$ cat src/rtl/vector_mem_seq.sv
// vector_mem_seq: splits a scalar or 128-bit vector MEM access into 32-bit data-memory beats
module vector_mem_seq (
  input  logic         clk,
  input  logic         reset,
  input  logic         mem_mem_read,
  input  logic         mem_mem_write,
  input  logic         mem_vector_op,
  input  logic [31:0]  mem_addr,
  input  logic [127:0] mem_write_data,
  output logic         dm_req,
  output logic         dm_we,
  output logic [31:0]  dm_addr,
  output logic [31:0]  dm_wdata,
  input  logic         dm_ack,
  input  logic [31:0]  dm_rdata,
  output logic         seq_stall,
  output logic [127:0] seq_rdata,
  output logic         seq_done
);
  typedef enum logic [1:0] {IDLE, ACCESS, DONE} state_t;
  state_t       state;
  logic [31:0]  addr_q;
  logic [127:0] data_q;
  logic         vec_q;
  logic [1:0]   beat;
  logic         start;
  logic         last;
  assign start     = mem_mem_read | mem_mem_write;
  assign last      = beat == (vec_q ? 2'd3 : 2'd0);
  assign seq_stall = (state == IDLE && start) || state == ACCESS;
  assign dm_addr   = addr_q + {28'd0, beat, 2'b00};
  assign dm_wdata  = data_q[{beat, 5'd0} +: 32];
  // sequencer: latch the op, issue one beat per ack, pulse done, return to idle
  always_ff @(posedge clk or negedge reset) begin
    if (!reset) begin
      state     <= IDLE;
      addr_q    <= '0;
      data_q    <= '0;
      vec_q     <= 1'b0;
      beat      <= '0;
      dm_req    <= 1'b0;
      dm_we     <= 1'b0;
      seq_rdata <= '0;
      seq_done  <= 1'b0;
    end else begin
      seq_done <= 1'b0;
      if (state == IDLE && start) begin
        addr_q <= mem_addr;
        data_q <= mem_write_data;
        dm_we  <= mem_mem_write;
        vec_q  <= mem_vector_op;
        beat   <= '0;
        dm_req <= 1'b1;
        state  <= ACCESS;
      end else if (state == ACCESS && dm_ack) begin
        if (!dm_we && vec_q) seq_rdata[{beat, 5'd0} +: 32] <= dm_rdata;
        else if (!dm_we) seq_rdata <= {4{dm_rdata}};
        beat <= beat + 2'd1;
        if (last) begin
          dm_req   <= 1'b0;
          seq_done <= 1'b1;
          state    <= DONE;
        end
      end else if (state == DONE) begin
        state <= IDLE;
      end
    end
  end
endmodule

$ cat config.mk
export PLATFORM = sky130hd
export DESIGN_NAME = vector_mem_seq
export DESIGN_NICKNAME = d
export VERILOG_FILES = /design/src/rtl/vector_mem_seq.sv
export SDC_FILE = /design/constraint.sdc
export NUM_CORES = 1
export LEC_CHECK = 0
export CAP_MARGIN = 20
export CORE_UTILIZATION = 50
export CTS_CLUSTER_DIAMETER = 50
export DETAILED_ROUTE_END_ITERATION = 6
export PLACE_DENSITY = 0.95
export SLEW_MARGIN = 15
export SYNTH_ARGS = -nofsm -noshare
export SYNTH_HDL_FRONTEND = slang
export SYNTH_SLANG_ARGS = --single-unit
$ cat constraint.sdc
create_clock -name clk -period 5.8 [get_ports clk]
set_input_delay 0.87 -clock clk [delete_from_list [all_inputs] [get_ports clk]]
set_output_delay 0.87 -clock clk [all_outputs]
set_load 0.02 [all_outputs]
==> results of run 1 <==
cells by family (layout without fill, tap and decap cells):
| group | count (synthesis) | count (layout) | synth area share, % |
|---|---|---|---|
| muxes | 32 | 32 | 5.68 |
| AOI/OAI and AO/OA | 150 | 150 | 7.03 |
| DFF | 296 | 296 | 58.3 |
| other | 0 | 1 | 0 |
| xor gates and xnor gates | 28 | 28 | 1.93 |
| buffers and inverters | 94 | 484 | 3.07 |
| and+or+nand+nor | 732 | 732 | 23.1 |
| adders and majority gates | 8 | 8 | 0.848 |
cells in the mapped netlist, types with 2 or more instances:
cell      number
nor4_4         2
a21o_1         2
xnor2_1       11
dfrtp_1      296
o31ai_1        2
nor3_1         5
nor2_1        11
ha_1           7
clkbuf_1      60
nor4_1         3
buf_4          2
a21oi_1        4
mux4_2        32
xor2_1        17
o21ai_1       10
nand4_1        7
buf_2         18
nor3_2         6
o21ai_0       99
nand2_1      675
a22o_1        32
nand3_1       11
inv_1         11
and4_1         2
sequential cells by signal, indices dropped and copies added (netlist names):
register and count:
addr_q 32, beat 2, data_q 128, dm_req 1
dm_we 1, seq_done 1, seq_rdata 128, state 2
vec_q 1
layer usage:
layer	GRT usage [%]	part of all wire, %	wire, µm	vias up
li1	-	-	-	5066
met5	0	0	0	-
met4	15.8	5.0	1990	0
met1	37.3	36	14600	5612
met3	7.94	9.8	3910	138
met2	52.4	49	19600	653
through the flow:
| stage | worst slack [ps] | total power, mW | instance area (µm²) | hold WS [ps] |
|---|---|---|---|---|
| floorplan | 3080 | 6.33 | 12700 | 440 |
| global placement | 2530 | 8.41 | 16900 | 452 |
| detailed placement | 2450 | 8.66 | 16900 | 461 |
| CTS | 1950 | 11.0 | 18100 | 331 |
| global route | 1850 | 11.6 | 18200 | 359 |
| finish | 1970 | 11.0 | 18200 | 310 |
power groups by stage:
stage	clock (mW)	sequential (mW)	combinational [mW]
floorplan	0	3.92	2.41
global placement	0	3.57	4.84
detailed placement	0	3.64	5.02
CTS	2.28	3.64	5.11
global route	2.37	3.74	5.49
finish	2.27	3.65	5.12
area by class of cell:
| cell class | instances | area, µm² |
|---|---|---|
| clock inverters | 17 | 194 |
| diodes | 1 | 2.50 |
| clock buffers | 46 | 1010 |
| flip-flops and latches | 296 | 7410 |
| fillers | 1521 | 6430 |
| multi-input cells | 950 | 4990 |
| repair buffers | 409 | 4120 |
| inverters | 12 | 45.0 |
| well taps | 324 | 405 |
how the worst max path moves through the flow:
stage,end,cells after the start
after detailed placement,data_q[107]$_DFFE_PN0P_,6
after CTS,dm_addr[30],5
after global routing,dm_addr[30],5
final,dm_addr[30],5
after floorplan,dm_addr[26],6
after global placement,data_q[125]$_DFFE_PN0P_,6
critical path: cells and delay by family (launching register included):
family / cells / cell delay, ps
xor+xnor: 1 / 170
flops: 1 / 460
buf+inv: 1 / 630
simple gates: 3 / 1190
==> run metrics, run 1 <==
Switching Power 4.41 mW; initial core utilization about half; final worst-path cycle share 66.0%; switching share of power 40.0%; gp weighted congestion approximately 0.87; Syn Std Cell Area 0.0127 mm²; critical path's slowest cell or4_4; combinational power share 46.4%; post-CTS sizing 0; largest net degree at the start of global routing roughly 170; Post-Place Cells around 2000; CP Launch Type flop; Synth Register Bits 296; drt drc 0; Clock power frac 20.5%; gr usage total approximately 31%; vias per inst 5.58; reg2reg setup slack 2380 ps; RSZ-0062 raised after global routing false; number of global-route vias before repair 11735; clock transition at the registers of the reported paths around 60 ps; sequential share of power 33.1%; DRT iter0 DRCs 1069; Hold-fix buffers, CTS 0; Rows 57; port buffer count approximately 390; most common cell after layout, fill and taps aside nand2_1; Cell Count, Final, Fillers Out around 2000; Reg2Reg Launch Point beat[0]$_DFFE_PN0P_; Slew Viols, Final 0; critical path type reg -> out; post-synth top area share 58.3%; Max Cap Violations 0; total number of vias 11469; Core Util, Final 73.9%; TritonCTS clock tree built; Die ar. 0.0260 mm²; Synth Warn # 0; CTS H-tree lvls 2; Slew headroom between 40 and 50%; synthesized netlist cell count roughly 1300; Critical Path Start addr_q[5]$_DFFE_PN0P_; setup violators final 0; crit-path max cell delay roughly 700 ps; Pwr per Cell Area 607 mW/mm²; Post-DP HPWL ~27 mm; post-DR wirelength/cell between 15 and 20 µm; sequential share of the synthesized area 58.3%; Die Wd about 160 µm; worst reg2reg path endpoint seq_rdata[119]$_DFFE_PN0P_; clock buffer depth 3; postcts setup bufs 0; Root Driver clkbuf_16; global route total overflow 0; Top FF cell, synth dfrtp_1; Crit path required time 4930 ps; fraction of registers with async set/reset between 90% and 100%; core area 0.0246 mm²; Syn Area/Cell roughly 9.5 µm²; outcome complete, no violations; Top Ports between 300 and 400; CTS Sinks roughly 300; Synth cell types 39; initial antenna violation count 1; setup TNS 0 ps; FF-to-FF path depth 7; Chip Height 161 µm; Critical Path End Type primary output; most frequent cells in the layout 675 x nand2_1, 392 x clkdlybuf4s50_1, 294 x dfrtp_1, 99 x o21ai_0, 37 x clkbuf_16; Worst-Skew Late Latency around 500 ps; FMAX 261 MHz; Int Pwr about 6.6 mW; Routed Antenna Nets 0; post-synthesis net count 1546; Tightest Pin Transition 893 ps; Nets 1910; critical path, cell by cell nand4_2, or4_4, nor4_1, xor2_1, clkdlybuf4s50_1; CTS buffer count 35; area leader, netlist dfrtp_1; drt pass-1 iters 5; layout cells sized above 1 7.75%; Worst EP arrival 2960 ps; final WL 40.0 mm; Post-synth EDFFs 0; synth top area cells dfrtp_1 58%, nand2_1 20%, mux4_2 5.7%; area grow syn2layout 43.1%; crit path time final 3830 ps; worst-path fanout max 13; final hold violation count 0; HP Class in -> async; LEAKAGE 8.60 nW; first-pass GRT wire length 63.2 mm; Layout Skew 12.5 ps; Max IR drop VDD 0.488 mV
(Power assumes the default switching activity.)
==> run 2, diff against run 1 <==
--- a/config.mk
+++ b/config.mk
@@ -6,10 +6,10 @@
 export NUM_CORES = 1
 export LEC_CHECK = 0
 export CAP_MARGIN = 20
-export CORE_UTILIZATION = 50
+export CORE_UTILIZATION = 47
 export CTS_CLUSTER_DIAMETER = 50
 export DETAILED_ROUTE_END_ITERATION = 6
-export PLACE_DENSITY = 0.95
+export PLACE_DENSITY = 0.93
 export SLEW_MARGIN = 15
 export SYNTH_ARGS = -nofsm -noshare
 export SYNTH_HDL_FRONTEND = slang
==> constraint.sdc (replaced) <==
create_clock -name clk -period 4 [get_ports clk]
set_input_delay 0.6 -clock clk [delete_from_list [all_inputs] [get_ports clk]]
set_output_delay 0.6 -clock clk [all_outputs]
set_load 0.02 [all_outputs]
==> run metrics, run 2 (synthesis results as in run 1) <==
drt drc 30 (+30); Die ar. 0.0277 mm² (+6.3%); largest registers data_q x128, seq_rdata x128, addr_q x32; number of global-route vias before repair 11810 (+0.64%); drt pass-1 iters 7 (+2); final WL 39.9 mm (-0.41%); crit path time final roughly 3600 ps; core area 0.0263 mm² (+6.8%); delay-heaviest family, CP simple AND/OR/NAND/NOR gates; Nets 1914 (+0.21%); crit-path max cell delay 700 ps (about the same); ANT cells 0 (-1); Slew Viols, Final 0 (unchanged); CTS Sinks 296 (unchanged); Worst EP arrival 3030 ps (+70 ps); final hold violation count 0 (unchanged); met3 wire len 4.23 mm (+8.2%); LEAKAGE 8.63 nW (+0.37%); Tightest Pin Transition 924 ps (+31.2 ps); port buffer count 393 (unchanged); setup violators final 0 (unchanged); critical path, cell by cell nand4_2, or4_4, nor4_1, xor2_1, clkdlybuf4s50_1; Routed Antenna Nets 0 (unchanged); post-CTS sizing 0 (unchanged); gr usage total 29.0% (-2.2 points); critical path's slowest cell or4_4; TritonCTS clock tree built; Max Cap Violations 0 (unchanged); Layout Skew 15.8 ps (+3.27 ps); failing checks design-rule violations; Post-DP HPWL 26.2 mm (-1.2%); most common cell after layout, fill and taps aside nand2_1; worst-path fanout max 13 (unchanged); met2 WL post-DR 19.5 mm (-0.38%); clock buffer depth 3 (unchanged); HP Class in -> async; CTS buffer count 34 (-2.9%); WP buf/inv 1 (unchanged); Rows 59 (+3.5%); Crit path depth 5 (unchanged); Chip Height 166 µm (+3.1%); highest metal used met5; Root Driver clkbuf_16; largest net degree at the start of global routing 152 (-12%); Die Wd 166 µm (+3.1%); layout cells sized above 1 7.85% (+0.10 points); Post-Place Cells 2007 (+0.90%); Top Ports 394 (unchanged); clock transition at the registers of the reported paths 60 ps (about the same); Worst-Skew Late Latency 500 ps (about the same); Cell Count, Final, Fillers Out 2068 (+0.63%); Max IR drop VDD 0.565 mV (+16%); post-DR wirelength/cell 19.3 µm (-1.0%); total number of vias 11486 (+0.15%); CTS H-tree lvls 2 (unchanged); FMAX around 280 MHz; gp weighted congestion 0.913 (+4.7%); Hold-fix buffers, CTS 0 (unchanged); RSZ-0062 raised after global routing false; Design Power 16.1 mW (+46%); initial core utilization 48.3% (-3.3 points); CP Launch Type flop; setup TNS 0 ps (unchanged); met1 WL 14.4 mm (-1.2%); first-pass GRT wire length 63.6 mm (+0.60%); initial antenna violation count 1 (unchanged); final worst-path cycle share about nine tenths; critical path type reg -> out; vias per inst 5.55 (-0.48%); outcome complete, but fails checks; Pwr per Cell Area 881 mW/mm² (+45%); Slew headroom 38.4% (-1.9 points); Critical Path End Type primary output; most frequent cells in the layout 675 x nand2_1, 392 x clkdlybuf4s50_1, 294 x dfrtp_1, 99 x o21ai_0, 37 x clkbuf_16; global route total overflow 0 (unchanged); DRT iter0 DRCs 1289 (+21%); FF-to-FF path depth 7 (unchanged); area grow syn2layout 43.6%; postcts setup bufs 0 (unchanged); Crit path required time 3400 ps (-1530 ps)
==> run 2: cell count changes in the layout (fill, tap and decap cells not counted), moves of 2 or more <==
cell / change
buf_4: +5
clkinv_2: -2
clkinv_8: +2
inv_6: -2
clkinvlp_4: -2
inv_8: -2
==> run 2: worst register-to-register path, cell delays in order, from the launching register on <==
cell and delay (ps):
dfrtp_2 360, buf_4 620, inv_1 320, ha_1 420
o41ai_4 380, buf_4 420, nand2_1 140, o21ai_0 280
==> run 2: through the flow <==
step	instance area (µm²)	util [%]	setup slack, ps	hold slack, ps
finish	18200	69.4	368	203
global route	18200	69.4	255	272
CTS	18200	69.4	360	229
detailed placement	17000	64.7	900	459
global placement	17000	64.7	1020	452
floorplan	12700	-	1550	304
==> run 2: path summary, 6_finish.rpt <==
path                                              start                    endpoint  slack, ps
worst min-delay path                              reset   seq_rdata[16]$_DFFE_PN0P_        200
worst max-delay path              addr_q[5]$_DFFE_PN0P_                 dm_addr[30]        370
worst min register to register  data_q[108]$_DFFE_PN0P_     data_q[108]$_DFFE_PN0P_        470
max in group asynchronous                         reset       addr_q[5]$_DFFE_PN0P_       2870
worst max register to register      beat[0]$_DFFE_PN0P_  seq_rdata[111]$_DFFE_PN0P_        940
min in group clk                data_q[108]$_DFFE_PN0P_     data_q[108]$_DFFE_PN0P_        470
==> run 2: routing by layer <==
| metal | vias up | track usage [%] |
|---|---|---|
| met5 | - | 0 |
| met4 | 2 | 13.2 |
| met3 | 139 | 8.67 |
| met2 | 705 | 49.6 |
| met1 | 5569 | 33.6 |
| li1 | 5071 | - |
==> run 2: final cells by class <==
| cell class | count | area, µm² |
|---|---|---|
| fill | 1737 | 8040 |
| clock buffer | 48 | 1030 |
| clock inverter | 13 | 200 |
| sequential | 296 | 7410 |
| inverter | 12 | 45.0 |
| multi-input combinational | 950 | 4990 |
| timing repair buffer | 414 | 4150 |
| tap | 335 | 419 |
==> run 2: report_power, final <==
group	switching (mW)	internal, mW	total, mW
sequential	0.937	4.36	5.30
combinational	4.19	3.25	7.44
clock	1.26	2.07	3.33
==> run 3, diff against run 2 <==
--- a/config.mk
+++ b/config.mk
@@ -14,3 +14,4 @@
 export SYNTH_ARGS = -nofsm -noshare
 export SYNTH_HDL_FRONTEND = slang
 export SYNTH_SLANG_ARGS = --single-unit
+export TNS_END_PERCENT = 20
==> results of run 3 <==
Same layout as run 2: the final DEF is identical, and so are final timing and power.
